**config.mk**
```make
export PLATFORM = sky130hd
export DESIGN_NAME = rggen_mux_pipe
export DESIGN_NICKNAME = d
export VERILOG_FILES = /design/src/rtl/rggen_mux_pipe.sv
export SDC_FILE = /design/constraint.sdc
export NUM_CORES = 1
export LEC_CHECK = 0
export CAP_MARGIN = 20
export CORE_AREA = 4 4 41 43
export DETAILED_ROUTE_END_ITERATION = 8
export DIE_AREA = 0 0 45 47
export GPL_ROUTABILITY_DRIVEN = 1
export PLACE_DENSITY_LB_ADDON = 0.3
export SLEW_MARGIN = 25
export SYNTH_ARGS = -nofsm -noshare
export SYNTH_HDL_FRONTEND = slang
export SYNTH_SLANG_ARGS = --single-unit
export TNS_END_PERCENT = 30
```
**constraint.sdc**
```tcl
create_clock -name i_clk -period 1.4 [get_ports i_clk]
set_input_delay 0.35 -clock i_clk [delete_from_list [all_inputs] [get_ports i_clk]]
set_output_delay 0.35 -clock i_clk [all_outputs]
set_load 0.005 [all_outputs]
```
**src/rtl/rggen_mux_pipe.sv**
```systemverilog
// Two-stage pipelined one-hot AND-OR read-data mux with valid/ready flow control.
// Stage 1 reduces GROUP-sized slices; stage 2 merges the groups and derives hit flags.
module rggen_mux_pipe #(
    parameter int WIDTH    = 1,
    parameter int ENTRIES  = 2,
    parameter int GROUP    = 4,
    parameter int PRIORITY = 0
) (
    input  logic                       i_clk,
    input  logic                       i_rst,
    input  logic                       i_valid,
    output logic                       o_ready,
    input  logic [ENTRIES-1:0]         i_select,
    input  logic [WIDTH*ENTRIES-1:0]   i_data,
    output logic                       o_valid,
    input  logic                       i_ready,
    output logic [WIDTH-1:0]           o_data,
    output logic                       o_multi_hit,
    output logic                       o_no_hit
);

    localparam int NG = (ENTRIES + GROUP - 1) / GROUP;
    localparam int NP = NG * GROUP;

    logic                      s1_valid_q, s1_valid_d;
    logic [NG-1:0][WIDTH-1:0]  partial_q, partial_d;
    logic [NG-1:0]             any_q, any_d;
    logic [NG-1:0]             multi_q, multi_d;

    logic                      o_valid_q, o_valid_d;
    logic [WIDTH-1:0]          o_data_q, o_data_d;
    logic                      o_multi_hit_q, o_multi_hit_d;
    logic                      o_no_hit_q, o_no_hit_d;

    logic [ENTRIES-1:0]        sel_eff;
    logic [NP-1:0]             sel_raw_pad;
    logic [NP-1:0]             sel_eff_pad;
    logic [NP*WIDTH-1:0]       data_pad;

    logic [NG-1:0][WIDTH-1:0]  grp_partial;
    logic [NG-1:0]             grp_any;
    logic [NG-1:0]             grp_multi;

    logic [WIDTH-1:0]          red_data;
    logic                      red_across;
    logic                      red_seen;

    logic                      s2_adv;
    logic                      s1_adv;
    logic                      in_xfer;

    assign s2_adv  = ~o_valid_q | i_ready;
    assign s1_adv  = s1_valid_q & s2_adv;
    assign o_ready = ~s1_valid_q | s2_adv;
    assign in_xfer = i_valid & o_ready;

    // Padding the last group to a full GROUP keeps every slice index in range.
    always_comb begin
        if (PRIORITY != 0) begin
            sel_eff = i_select & (~i_select + ENTRIES'(1));
        end else begin
            sel_eff = i_select;
        end
        sel_raw_pad                      = '0;
        sel_raw_pad[ENTRIES-1:0]         = i_select;
        sel_eff_pad                      = '0;
        sel_eff_pad[ENTRIES-1:0]         = sel_eff;
        data_pad                         = '0;
        data_pad[ENTRIES*WIDTH-1:0]      = i_data;
    end

    always_comb begin
        grp_partial = '0;
        grp_any     = '0;
        grp_multi   = '0;
        for (int g = 0; g < NG; g++) begin
            for (int k = 0; k < GROUP; k++) begin
                if (sel_raw_pad[g*GROUP+k]) begin
                    grp_multi[g] = grp_multi[g] | grp_any[g];
                    grp_any[g]   = 1'b1;
                end
                grp_partial[g] = grp_partial[g]
                               | ({WIDTH{sel_eff_pad[g*GROUP+k]}}
                                  & data_pad[(g*GROUP+k)*WIDTH +: WIDTH]);
            end
        end
    end

    always_comb begin
        s1_valid_d = s1_valid_q;
        partial_d  = partial_q;
        any_d      = any_q;
        multi_d    = multi_q;
        if (in_xfer) begin
            s1_valid_d = 1'b1;
            partial_d  = grp_partial;
            any_d      = grp_any;
            multi_d    = grp_multi;
        end else if (s1_adv) begin
            s1_valid_d = 1'b0;
        end
    end

    // A hit in two different groups is a multi-hit even if each group saw only one bit.
    always_comb begin
        red_data   = '0;
        red_across = 1'b0;
        red_seen   = 1'b0;
        for (int g = 0; g < NG; g++) begin
            red_data = red_data | partial_q[g];
            if (any_q[g]) begin
                red_across = red_across | red_seen;
                red_seen   = 1'b1;
            end
        end
    end

    always_comb begin
        o_valid_d     = o_valid_q;
        o_data_d      = o_data_q;
        o_multi_hit_d = o_multi_hit_q;
        o_no_hit_d    = o_no_hit_q;
        if (s1_adv) begin
            o_valid_d     = 1'b1;
            o_data_d      = red_data;
            o_multi_hit_d = (|multi_q) | red_across;
            o_no_hit_d    = ~(|any_q);
        end else if (i_ready) begin
            o_valid_d = 1'b0;
        end
    end

    always_ff @(posedge i_clk) begin
        if (i_rst) begin
            s1_valid_q    <= 1'b0;
            partial_q     <= '0;
            any_q         <= '0;
            multi_q       <= '0;
            o_valid_q     <= 1'b0;
            o_data_q      <= '0;
            o_multi_hit_q <= 1'b0;
            o_no_hit_q    <= 1'b0;
        end else begin
            s1_valid_q    <= s1_valid_d;
            partial_q     <= partial_d;
            any_q         <= any_d;
            multi_q       <= multi_d;
            o_valid_q     <= o_valid_d;
            o_data_q      <= o_data_d;
            o_multi_hit_q <= o_multi_hit_d;
            o_no_hit_q    <= o_no_hit_d;
        end
    end

    assign o_valid     = o_valid_q;
    assign o_data      = o_data_q;
    assign o_multi_hit = o_multi_hit_q;
    assign o_no_hit    = o_no_hit_q;

endmodule

```
## Word level (Yosys, flattened, before mapping)

Cells that the tools add are included.

| cells by class | value |
|---|---|
| bitwise gates (word level) | 10 |
| multiplexer cells | 7 |
| reductions and logical operators | 2 |

Operator list:

| kind | number |
|---|---|
| $mux W1 | 7 |
| $and A1 B1 Y1 | 4 |
| $reduce_bool A2 Y1 | 2 |
| $not A1 Y1 | 3 |
| $or A1 B1 Y1 | 3 |

| storage, ports and cells | value |
|---|---|
| logic and storage cells | 27 |
| output and inout port bits | 5 |
| bits in registers | 8 |

## Longest topological paths before layout

Gate-level depths: netlist of run 1.

| logic depth | value |
|---|---|
| depth in word-level cells | 5 |
| mapped depth | 3 |
| mapped depth without buffers | 3 |

## Least setup slack after synthesis of run 1

Ideal clock, no wire load.

| path | value |
|---|---|
| path type | flip-flop to flip-flop |
| start | reg s1_valid_q |
| end | reg multi_q |
| cell stages (with the launch flop) | 4 |
| period minus slack after synthesis | 1.004 ns |
| library setup time | 0.115 ns |
| setup slack | 0.396 ns |
| data required time | 1.285 ns |
| arrival | 0.889 ns |
| cells stage by stage | dfxtp_1 -> nand3b_4 -> and4_4 -> o21ba_1 |

| between the ends | value |
|---|---|
| word-level cells in the longest chain between the ends | 3 |

Ends and longest elaborated chain:

| element | RTL line | text |
|---|---|---|
| start: declaration | 25 | `logic s1_valid_q, s1_valid_d;` |
| start signal: assignment | 144 | `s1_valid_q <= s1_valid_d;` |
| $not A1 Y1 | 54 | `assign o_ready = ~s1_valid_q \| s2_adv;` |
| $or A1 B1 Y1 | 54 |  |
| via o_ready | 12 | `output logic o_ready,` |
| $and A1 B1 Y1 | 55 | `assign in_xfer = i_valid & o_ready;` |
| end signal: assignment | 147 | `multi_q <= multi_d;` |
| end: declaration | 28 | `logic [NG-1:0] multi_q, multi_d;` |

The timed path passes the listed nets, and every way through them passes these cells.
A chain may end at the register's enable or synchronous reset.

## Worst setup path in the final report of run 1

| path | value |
|---|---|
| start | in i_ready |
| end | out o_ready |

| between the ends | value |
|---|---|
| word-level cells in the longest chain between the ends | 2 |

Ends and longest elaborated chain:

| element | RTL line | text |
|---|---|---|
| start: declaration | 16 | `input logic i_ready,` |
| $or A1 B1 Y1 | 52 | `assign s2_adv = ~o_valid_q \| i_ready;` |
| $or A1 B1 Y1 | 54 |  |
| end: declaration | 12 |  |

Every way passes these cells.

==> results by group, run 1 <==
Finish
  • Layout cells sized above 1: 21.6%
  • P&R area growth vs syn: 54.6%
  • Multi-input gate area: 154 sq um
  • Reg area: 161 sq um
  • FILL cells: 156
  • Non-Filler Instances: 66
  • Post-route cell area: 503 sq um
  • Antenna cells: 0
  • Nets: 61

Timing
  • Final hold viol count: 0
  • Worst Max-Slew Pin Slew: 286 ps
  • RSZ-0062 raised after global routing: false
  • Endpoints failing setup: 0
  • FMAX: 815 MHz
  • Rel. slew slack: 80.9%
  • Minimum clock period: 1230 ps
  • Clock Skew: 3.52 ps
  • Final Max Tran Viols: 0
  • Post-route clock period utilization: 87.6%

Status
  • Status: complete, no violations

Synth
  • Post-Syn Area: 325 sq um
  • Syn Area/Cell: 9.86 sq um
  • Cells after Synth: 33
  • Top cells by area, synth: dfxtp_1 49%, a21oi_1 11%, a311oi_1 8.1%, nand3b_4 6.2%, and4_4 3.5%
  • Post-synth top area share: 49.2%
  • Syn. warnings: 0
  • Syn nets: 41
  • Area leader, netlist: dfxtp_1
  • Yosys cell types: 15
  • Seq cells post-synth: 8
  • Register area share after synthesis: 49.2%

Routing
  • DR vias/cell: 4.70
  • Post-route ant nets: 0
  • DR WL/cell: 10.3 microns
  • DR DRC count: 0
  • Via count: 310
  • Final WL: 683 microns
  • DRT Pass-1 Iters: 3
  • DR iter-0 viols: 1

Job
  • Max Cap Viol: 0

Power
  • Share of power burned in registers: 51.3%
  • Combinational share of power: 13.6%
  • Clock Power Share: 35.1%
  • Sw frac: 21.7%
  • P_sw: 105 uW
  • VDD IR max: 0.352 mV
  • Int Power: 380 uW
  • Overall power: 485 uW
  • LEAKAGE: 0.235 nW
  • Power per cell area: 965 nW/um^2

Die
  • Die height: 47 microns
  • Die width: 45 microns
  • Row count: 13
  • Die area: 2120 sq um
  • Initial Util: 25.0%
  • IO Pins: 13
  • Core area: 1300 sq um

Clocking
  • TritonCTS clock tree: done
  • CTS H-tree depth: 1
  • CTS hold repair buffers: 0
  • Clock sinks: 8
  • Clock Latency Late Sink: 250 ps
  • Reg clk slew, reported paths: 50 ps
  • Clock Tree Buf Depth: 2
  • CTS Buf Count: 3
  • CTS Root Cell: clkbuf_4

Global routing
  • Pin count of the biggest net entering global routing: 9
  • First-pass GRT wire length: 1130 microns
  • Remaining Overflow, GRT: 0
  • Initial antenna violation count: 0
  • Vias in the first global route: 274
  • Gr usage total: 8.07%

Placed design
  • GPL Wtd Cong: 0.644
  • Buffers added on ports: 12
  • Placement Cell Area: 490 sq um
  • DP Wirelength: 537 microns
  • Placed Cells: 63

Critical path
  • WS Path Type: input port to output pin
  • Worst reg2reg setup slack: 330 ps
  • Crit Path Max Fanout: 2
  • Critical Path RT: 1050 ps
  • Critical Path Source Type: input port
  • Crit path DAT: 880 ps
  • CP Capture Type: output pin

Min path
  • Hold WC Path Type: flip-flop to flip-flop
[flip-flops by register name, summed over array words and instances, names as in the netlist]
signal / count
any_q: 1
multi_q: 1
o_data: 1
o_multi_hit: 1
o_no_hit: 1
o_valid: 1
partial_q: 1
s1_valid_q: 1
[synth_stat cells]
cell,instances
dfxtp_1,8
a21oi_1,7
a311oi_1,3
inv_1,2
nand3_1,2
o21ai_0,2
a21boi_0,1
a22oi_1,1
and4_4,1
buf_1,1
nand2b_1,1
nand3b_4,1
nor2_1,1
nor2b_1,1
o21ba_1,1
[cells in the final DEF, fill, tap and decap left out]
| cell type | n |
|---|---|
| dfxtp_2 | 1 |
| inv_1 | 2 |
| nand3b_4 | 1 |
| nand3_1 | 2 |
| a22oi_1 | 1 |
| buf_4 | 4 |
| nand2b_1 | 1 |
| dlygate4sd2_1 | 5 |
| clkdlybuf4s50_1 | 6 |
| a21oi_1 | 7 |
| nor2b_1 | 1 |
| a311oi_1 | 3 |
| and4_4 | 1 |
| dfxtp_1 | 7 |
| nor2_1 | 1 |
| buf_2 | 1 |
| clkbuf_4 | 3 |
| o21ai_0 | 2 |
| o21ba_1 | 1 |
| a21boi_0 | 1 |
[metrics by stage]
stage / util, % / setup TNS (ps) / hold slack (ps) / worst slack [ps]
3_5_place_dp: 37.7 / -956 / 452 / -416
5_1_grt: 38.7 / 0 / 484 / 138
4_1_cts: 38.7 / 0 / 461 / 167
3_3_place_gp: 37.7 / -946 / 453 / -420
2_1_floorplan: - / 0 / 432 / 396
6_report: 38.7 / 0 / 458 / 173
[critical path, stage by stage]
cell,delay (ps)
dlygate4sd2_1,240
nand3b_4,160
buf_2,130
[final timing paths]
| kind | startpoint | cells past startpoint | to |
|---|---|---|---|
| setup / recovery | i_ready | 3 | o_ready |
| hold reg to reg | any_q | 1 | o_no_hit |
| setup reg to reg | s1_valid_q | 4 | multi_q |
| hold / removal | any_q | 1 | o_no_hit |
[layer usage]
layer  track usage (%)  wire length [microns]  up-vias
met3              3.83                     85        4
met4              8.77                     27        0
met1              9.59                    330      130
li1                  -                      -      162
met5                 0                      0        -
met2              9.89                    239       14
[kinds of logic (layout without fill, tap and decap cells)]
| logic type | count (synthesis) | in the layout | share of synthesized area, % |
|---|---|---|---|
| compound gates | 15 | 15 | 29.6 |
| simple gates | 7 | 7 | 17.7 |
| buf+inv | 3 | 21 | 3.46 |
| flops | 8 | 8 | 49.2 |
[power by group through the flow]
stage	clock network, mW	logic [mW]	registers (mW)
global route	0.194	0.0727	0.250
global placement	0	0.0716	0.253
detailed placement	0	0.0719	0.253
finish	0.170	0.0663	0.249
floorplan	0	0.0252	0.254
CTS	0.182	0.0672	0.249
[cell type report]
class	instances	area share [%]
Sequential cell	8	32.1
Multi-Input combinational cell	22	30.6
Tap cell	15	3.73
Clock buffer	3	4.48
Inverter	2	1.49
Timing Repair Buffer	16	27.6
[timing repair]
action	4_1_cts	5_1_grt
setup buffers	0	0
gates resized for setup	10	0
setup endpoints to repair	5	0
Note: power is estimated with default switching activity, not from simulation.
==> run 2, diff against run 1 <==
--- a/config.mk
+++ b/config.mk
@@ -5,7 +5,7 @@
 export SDC_FILE = /design/constraint.sdc
 export NUM_CORES = 1
 export LEC_CHECK = 0
-export CAP_MARGIN = 20
+export CAP_MARGIN = 40
 export CORE_AREA = 4 4 41 43
 export DETAILED_ROUTE_END_ITERATION = 8
 export DIE_AREA = 0 0 45 47
==> constraint.sdc (replaced) <==
create_clock -name i_clk -period 1.4 [get_ports i_clk]
set_input_delay 0.21 -clock i_clk [delete_from_list [all_inputs] [get_ports i_clk]]
set_output_delay 0.21 -clock i_clk [all_outputs]
set_load 0.005 [all_outputs]
==> results by group, run 2 (synthesis results as in run 1) <==
Finish
  • Layout cells sized above 1: 18.0%
  • Most common cell after layout, fill and taps aside: clkdlybuf4s50_1
  • Nets: 60
  • Finished Core Util: 38.8%
  • Most frequent cells in the layout: 11 x clkdlybuf4s50_1, 7 x a21oi_1, 7 x dfxtp_1
  • FILL cells: 145
  • Antenna cells: 0
  • Reg area: 161 sq um
  • Multi-input gate area: 154 sq um
  • P&R area growth vs syn: 55.4%

Critical path
  • Worst reg2reg setup slack: 350 ps
  • CP Capture Type: output pin
  • Critical Path RT: 1190 ps
  • Crit path DAT: 1110 ps
  • Reg-to-reg endpoint: multi_q
  • Critical path's top delay family: buffers and inverters
  • Crit-path slowest cell: clkdlybuf4s50_1
  • CP peak stage delay: 500 ps
  • WS Path Type: flip-flop to output pin
  • Crit Path Max Fanout: 4
  • R2r startpoint: s1_valid_q
  • Worst Path Buf+Inv: 1
  • R2r worst-path depth: 4
  • Critical-path cell list: clkdlybuf4s50_1
  • Critical Path Source Type: flip-flop

Clocking
  • Clock sinks: 8
  • Clock Latency Late Sink: 250 ps
  • CTS hold repair buffers: 0
  • CTS H-tree depth: 1
  • CTS Root Cell: clkbuf_4
  • TritonCTS clock tree: done
  • CTS Buf Count: 3
  • Clock Tree Buf Depth: 2
  • Reg clk slew, reported paths: 50 ps

Routing
  • DR iter-0 viols: 0
  • Via count: 301
  • DRT Pass-1 Iters: 1
  • DR vias/cell: 4.63
  • DR WL/cell: 9.88 microns
  • DR DRC count: 0
  • Final WL: 642 microns
  • Post-route ant nets: 0

Die
  • Die height: 47 microns
  • Core area: 1300 sq um
  • Die width: 45 microns
  • Row count: 13
  • IO Pins: 13
  • Die area: 2120 sq um
  • Initial Util: 25.0%

Power
  • Power per cell area: 971 nW/um^2
  • LEAKAGE: 0.212 nW
  • VDD IR max: 0.408 mV
  • Overall power: 491 uW

Timing
  • Post-route clock period utilization: 94.1%
  • Clock Skew: 2.87 ps
  • RSZ-0062 raised after global routing: false
  • Final hold viol count: 0
  • Rel. slew slack: 81.4%
  • Final Max Tran Viols: 0
  • Endpoints failing setup: 0
  • Setup ws final: 82.4 ps
  • FMAX: 759 MHz
  • Minimum clock period: 1320 ps
  • Worst Max-Slew Pin Slew: 278 ps

Job
  • Max Cap Viol: 0

Placed design
  • DP Wirelength: 490 microns
  • Buffers added on ports: 12
  • Place WS: -137 ps
  • GPL Wtd Cong: 0.634

Status
  • Status: complete, no violations

Min path
  • Hold WC Path Type: flip-flop to flip-flop
  • Min-Delay Endpoint: o_no_hit
  • Cell depth of the worst hold path: 1
  • Hold Startpoint: any_q

Global routing
  • Remaining Overflow, GRT: 0
  • Vias in the first global route: 269
  • Gr usage total: 7.53%
  • First-pass GRT wire length: 1050 microns
  • Pin count of the biggest net entering global routing: 9
  • Initial antenna violation count: 0
run 2: cell count changes in the layout (fill, tap and decap cells not counted):
cell | before | now
clkdlybuf4s50_1 | 6 | 11
dlygate4sd2_1 | 5 | 1
buf_2 | 1 | 0
buf_4 | 4 | 3
run 2: cell type report:
type / instances / area share, %
Timing Repair Buffer: 15 / 28.0
Sequential cell: 8 / 31.9
Multi-Input combinational cell: 22 / 30.4
Inverter: 2 / 1.49
Tap cell: 15 / 3.71
Clock buffer: 3 / 4.46
run 2: how the worst max path moves through the flow:
stage,start,end,slack [ps],cells after the start
4_1_cts,o_valid,o_valid,5,1
2_1_floorplan,s1_valid_q,multi_q,400,3
3_3_place_gp,i_ready,o_ready,-140,3
3_5_place_dp,i_ready,o_ready,-140,3
6_report,o_valid,o_valid,80,1
5_1_grt,o_valid,o_valid,30,1
run 2: repair_timing:
| item | in CTS | in global routing |
|---|---|---|
| gates resized for setup | 1 | 1 |
| endpoints found under the setup margin | 1 | 1 |
| setup buffers | 0 | 0 |
run 2: routing by layer:
metal,track usage (%),up-vias,routed length [microns]
met2,10.2,12,263
met5,0,-,0
li1,-,157,-
met3,2.30,2,51
met1,8.74,130,324
met4,8.77,0,4
run 2: report_power, final:
group	internal [mW]	switching [mW]
clock network	0.0979	0.0754
logic	0.0443	0.0241
registers	0.241	0.00808
run 2: per-stage QoR:
step	hold slack [ps]	instance area, sq um	setup TNS (ps)	cells
floorplan	320	325	0	33
global placement	455	483	-155	62
detailed placement	455	483	-144	62
CTS	464	504	0	65
global route	487	505	0	65
finish	459	505	0	65
==> run 3, diff against run 2 <==
--- a/config.mk
+++ b/config.mk
@@ -6,9 +6,11 @@
 export NUM_CORES = 1
 export LEC_CHECK = 0
 export CAP_MARGIN = 40
-export CORE_AREA = 4 4 41 43
+export CELL_PAD_IN_SITES_DETAIL_PLACEMENT = 2
+export CELL_PAD_IN_SITES_GLOBAL_PLACEMENT = 2
+export CORE_MARGIN = 4
+export CORE_UTILIZATION = 24
 export DETAILED_ROUTE_END_ITERATION = 8
-export DIE_AREA = 0 0 45 47
 export GPL_ROUTABILITY_DRIVEN = 1
 export PLACE_DENSITY_LB_ADDON = 0.3
 export SLEW_MARGIN = 25
==> results by group, run 3 (synthesis results as in run 1) <==
Min path
  • Hold WC Path Type: flip-flop to flip-flop

Die
  • Initial Util: 25.3%
  • Row count: 13
  • Die area: 2010 sq um
  • IO Pins: 13
  • Core area: 1280 sq um
  • Die height: 44.8 microns
  • Die width: 44.8 microns

Timing
  • Setup ws final: 65.5 ps
  • Minimum clock period: 1330 ps
  • Post-route clock period utilization: 95.3%
  • Setup tns final: 0 ps
  • Rel. slew slack: 80.2%
  • Endpoints failing setup: 0
  • Clock Skew: 4.69 ps
  • FMAX: 749 MHz
  • RSZ-0062 raised after global routing: false
  • Final hold viol count: 0
  • Worst Max-Slew Pin Slew: 297 ps
  • Final Max Tran Viols: 0

Finish
  • Post-route cell area: 505 sq um
  • Antenna cells: 0
  • Nets: 60
  • FILL cells: 152
  • Most common cell after layout, fill and taps aside: clkdlybuf4s50_1
  • Most frequent cells in the layout: 11 x clkdlybuf4s50_1, 7 x a21oi_1, 7 x dfxtp_1
  • P&R area growth vs syn: 55.4%
  • Finished Core Util: 39.3%
  • Layout cells sized above 1: 18.0%

Routing
  • DR iter-0 viols: 1
  • Post-route ant nets: 0
  • DRT Pass-1 Iters: 2
  • DR vias/cell: 4.98
  • Final WL: 922 microns
  • DR DRC count: 0
  • Via count: 324
  • DR WL/cell: 14.2 microns

Clocking
  • Setup Fix Bufs, Post-CTS: 0
  • CTS hold repair buffers: 0
  • CTS Buf Count: 3
  • Post-CTS Resized: 2
  • CTS Root Cell: clkbuf_4
  • CTS H-tree depth: 1
  • TritonCTS clock tree: done
  • Clock sinks: 8
  • Reg clk slew, reported paths: 60 ps
  • Clock Latency Late Sink: 250 ps
  • Clock Tree Buf Depth: 2

Critical path
  • Critical path's top delay family: buffers and inverters
  • Worst reg2reg setup slack: 330 ps
  • Worst Path Buf+Inv: 1
  • Crit Path Max Fanout: 4
  • WS Path Type: flip-flop to output pin
  • CP Capture Type: output pin
  • Critical-path cell list: clkdlybuf4s50_1
  • Crit path DAT: 1120 ps
  • Crit-path slowest cell: clkdlybuf4s50_1
  • CP peak stage delay: 510 ps
  • Critical Path Source Type: flip-flop
  • Critical Path RT: 1190 ps

Global routing
  • First-pass GRT wire length: 1520 microns
  • Vias in the first global route: 353
  • Remaining Overflow, GRT: 0
  • Pin count of the biggest net entering global routing: 9
  • Gr usage total: 11.2%
  • Initial antenna violation count: 0

Power
  • LEAKAGE: 0.212 nW
  • Power per cell area: 982 nW/um^2
  • VDD IR max: 0.295 mV

Placed design
  • GPL Wtd Cong: 0.695
  • Buffers added on ports: 12
  • Place WS: -140 ps
  • Placement Cell Area: 483 sq um

Job
  • Max Cap Viol: 0

Status
  • Status: complete, no violations
run 3: cell type report:
class | instances | area, sq um | area share [%]
tap | 15 | 18.8 | 3.71
sequential | 8 | 161 | 31.9
timing repair buffer | 15 | 141 | 28.0
multi-input combinational | 22 | 154 | 30.4
inverter | 2 | 7.51 | 1.49
clock buffer | 3 | 22.5 | 4.46
run 3: worst paths after layout:
| check | start | endpoint | depth (start not counted) |
|---|---|---|---|
| max reg2reg | s1_valid_q | multi_q | 4 |
| max | o_valid | o_valid | 1 |
| min | o_data | o_data | 2 |
| min reg2reg | o_data | o_data | 2 |
run 3: worst min-delay path: stages, from the launching register on:
cell	delay (ps)
dfxtp_1	300
o21ai_0	70
a21oi_1	60
run 3: routing by layer:
layer / part of all wire (%) / track usage (%)
met5: 0 / 0
met4: 0 / 8.77
met3: 6.3 / 4.38
met2: 53 / 20.1
met1: 40 / 9.69
run 3: stage by stage:
step / instances / total power, mW / hold slack (ps)
floorplan: 33 / 0.279 / 320
global placement: 62 / 0.322 / 448
finish: 65 / 0.496 / 479
global route: 65 / 0.526 / 513
CTS: 65 / 0.506 / 482
detailed placement: 62 / 0.326 / 473
run 3: where the power goes:
group	internal (mW)	total, mW	switching [mW]	leakage (nW)
Sequential	0.241	0.251	0.00966	0.0662
Combinational	0.0444	0.0717	0.0274	0.132
Clock	0.0979	0.174	0.0759	0.0138
Total	0.383	0.496	0.113	0.212
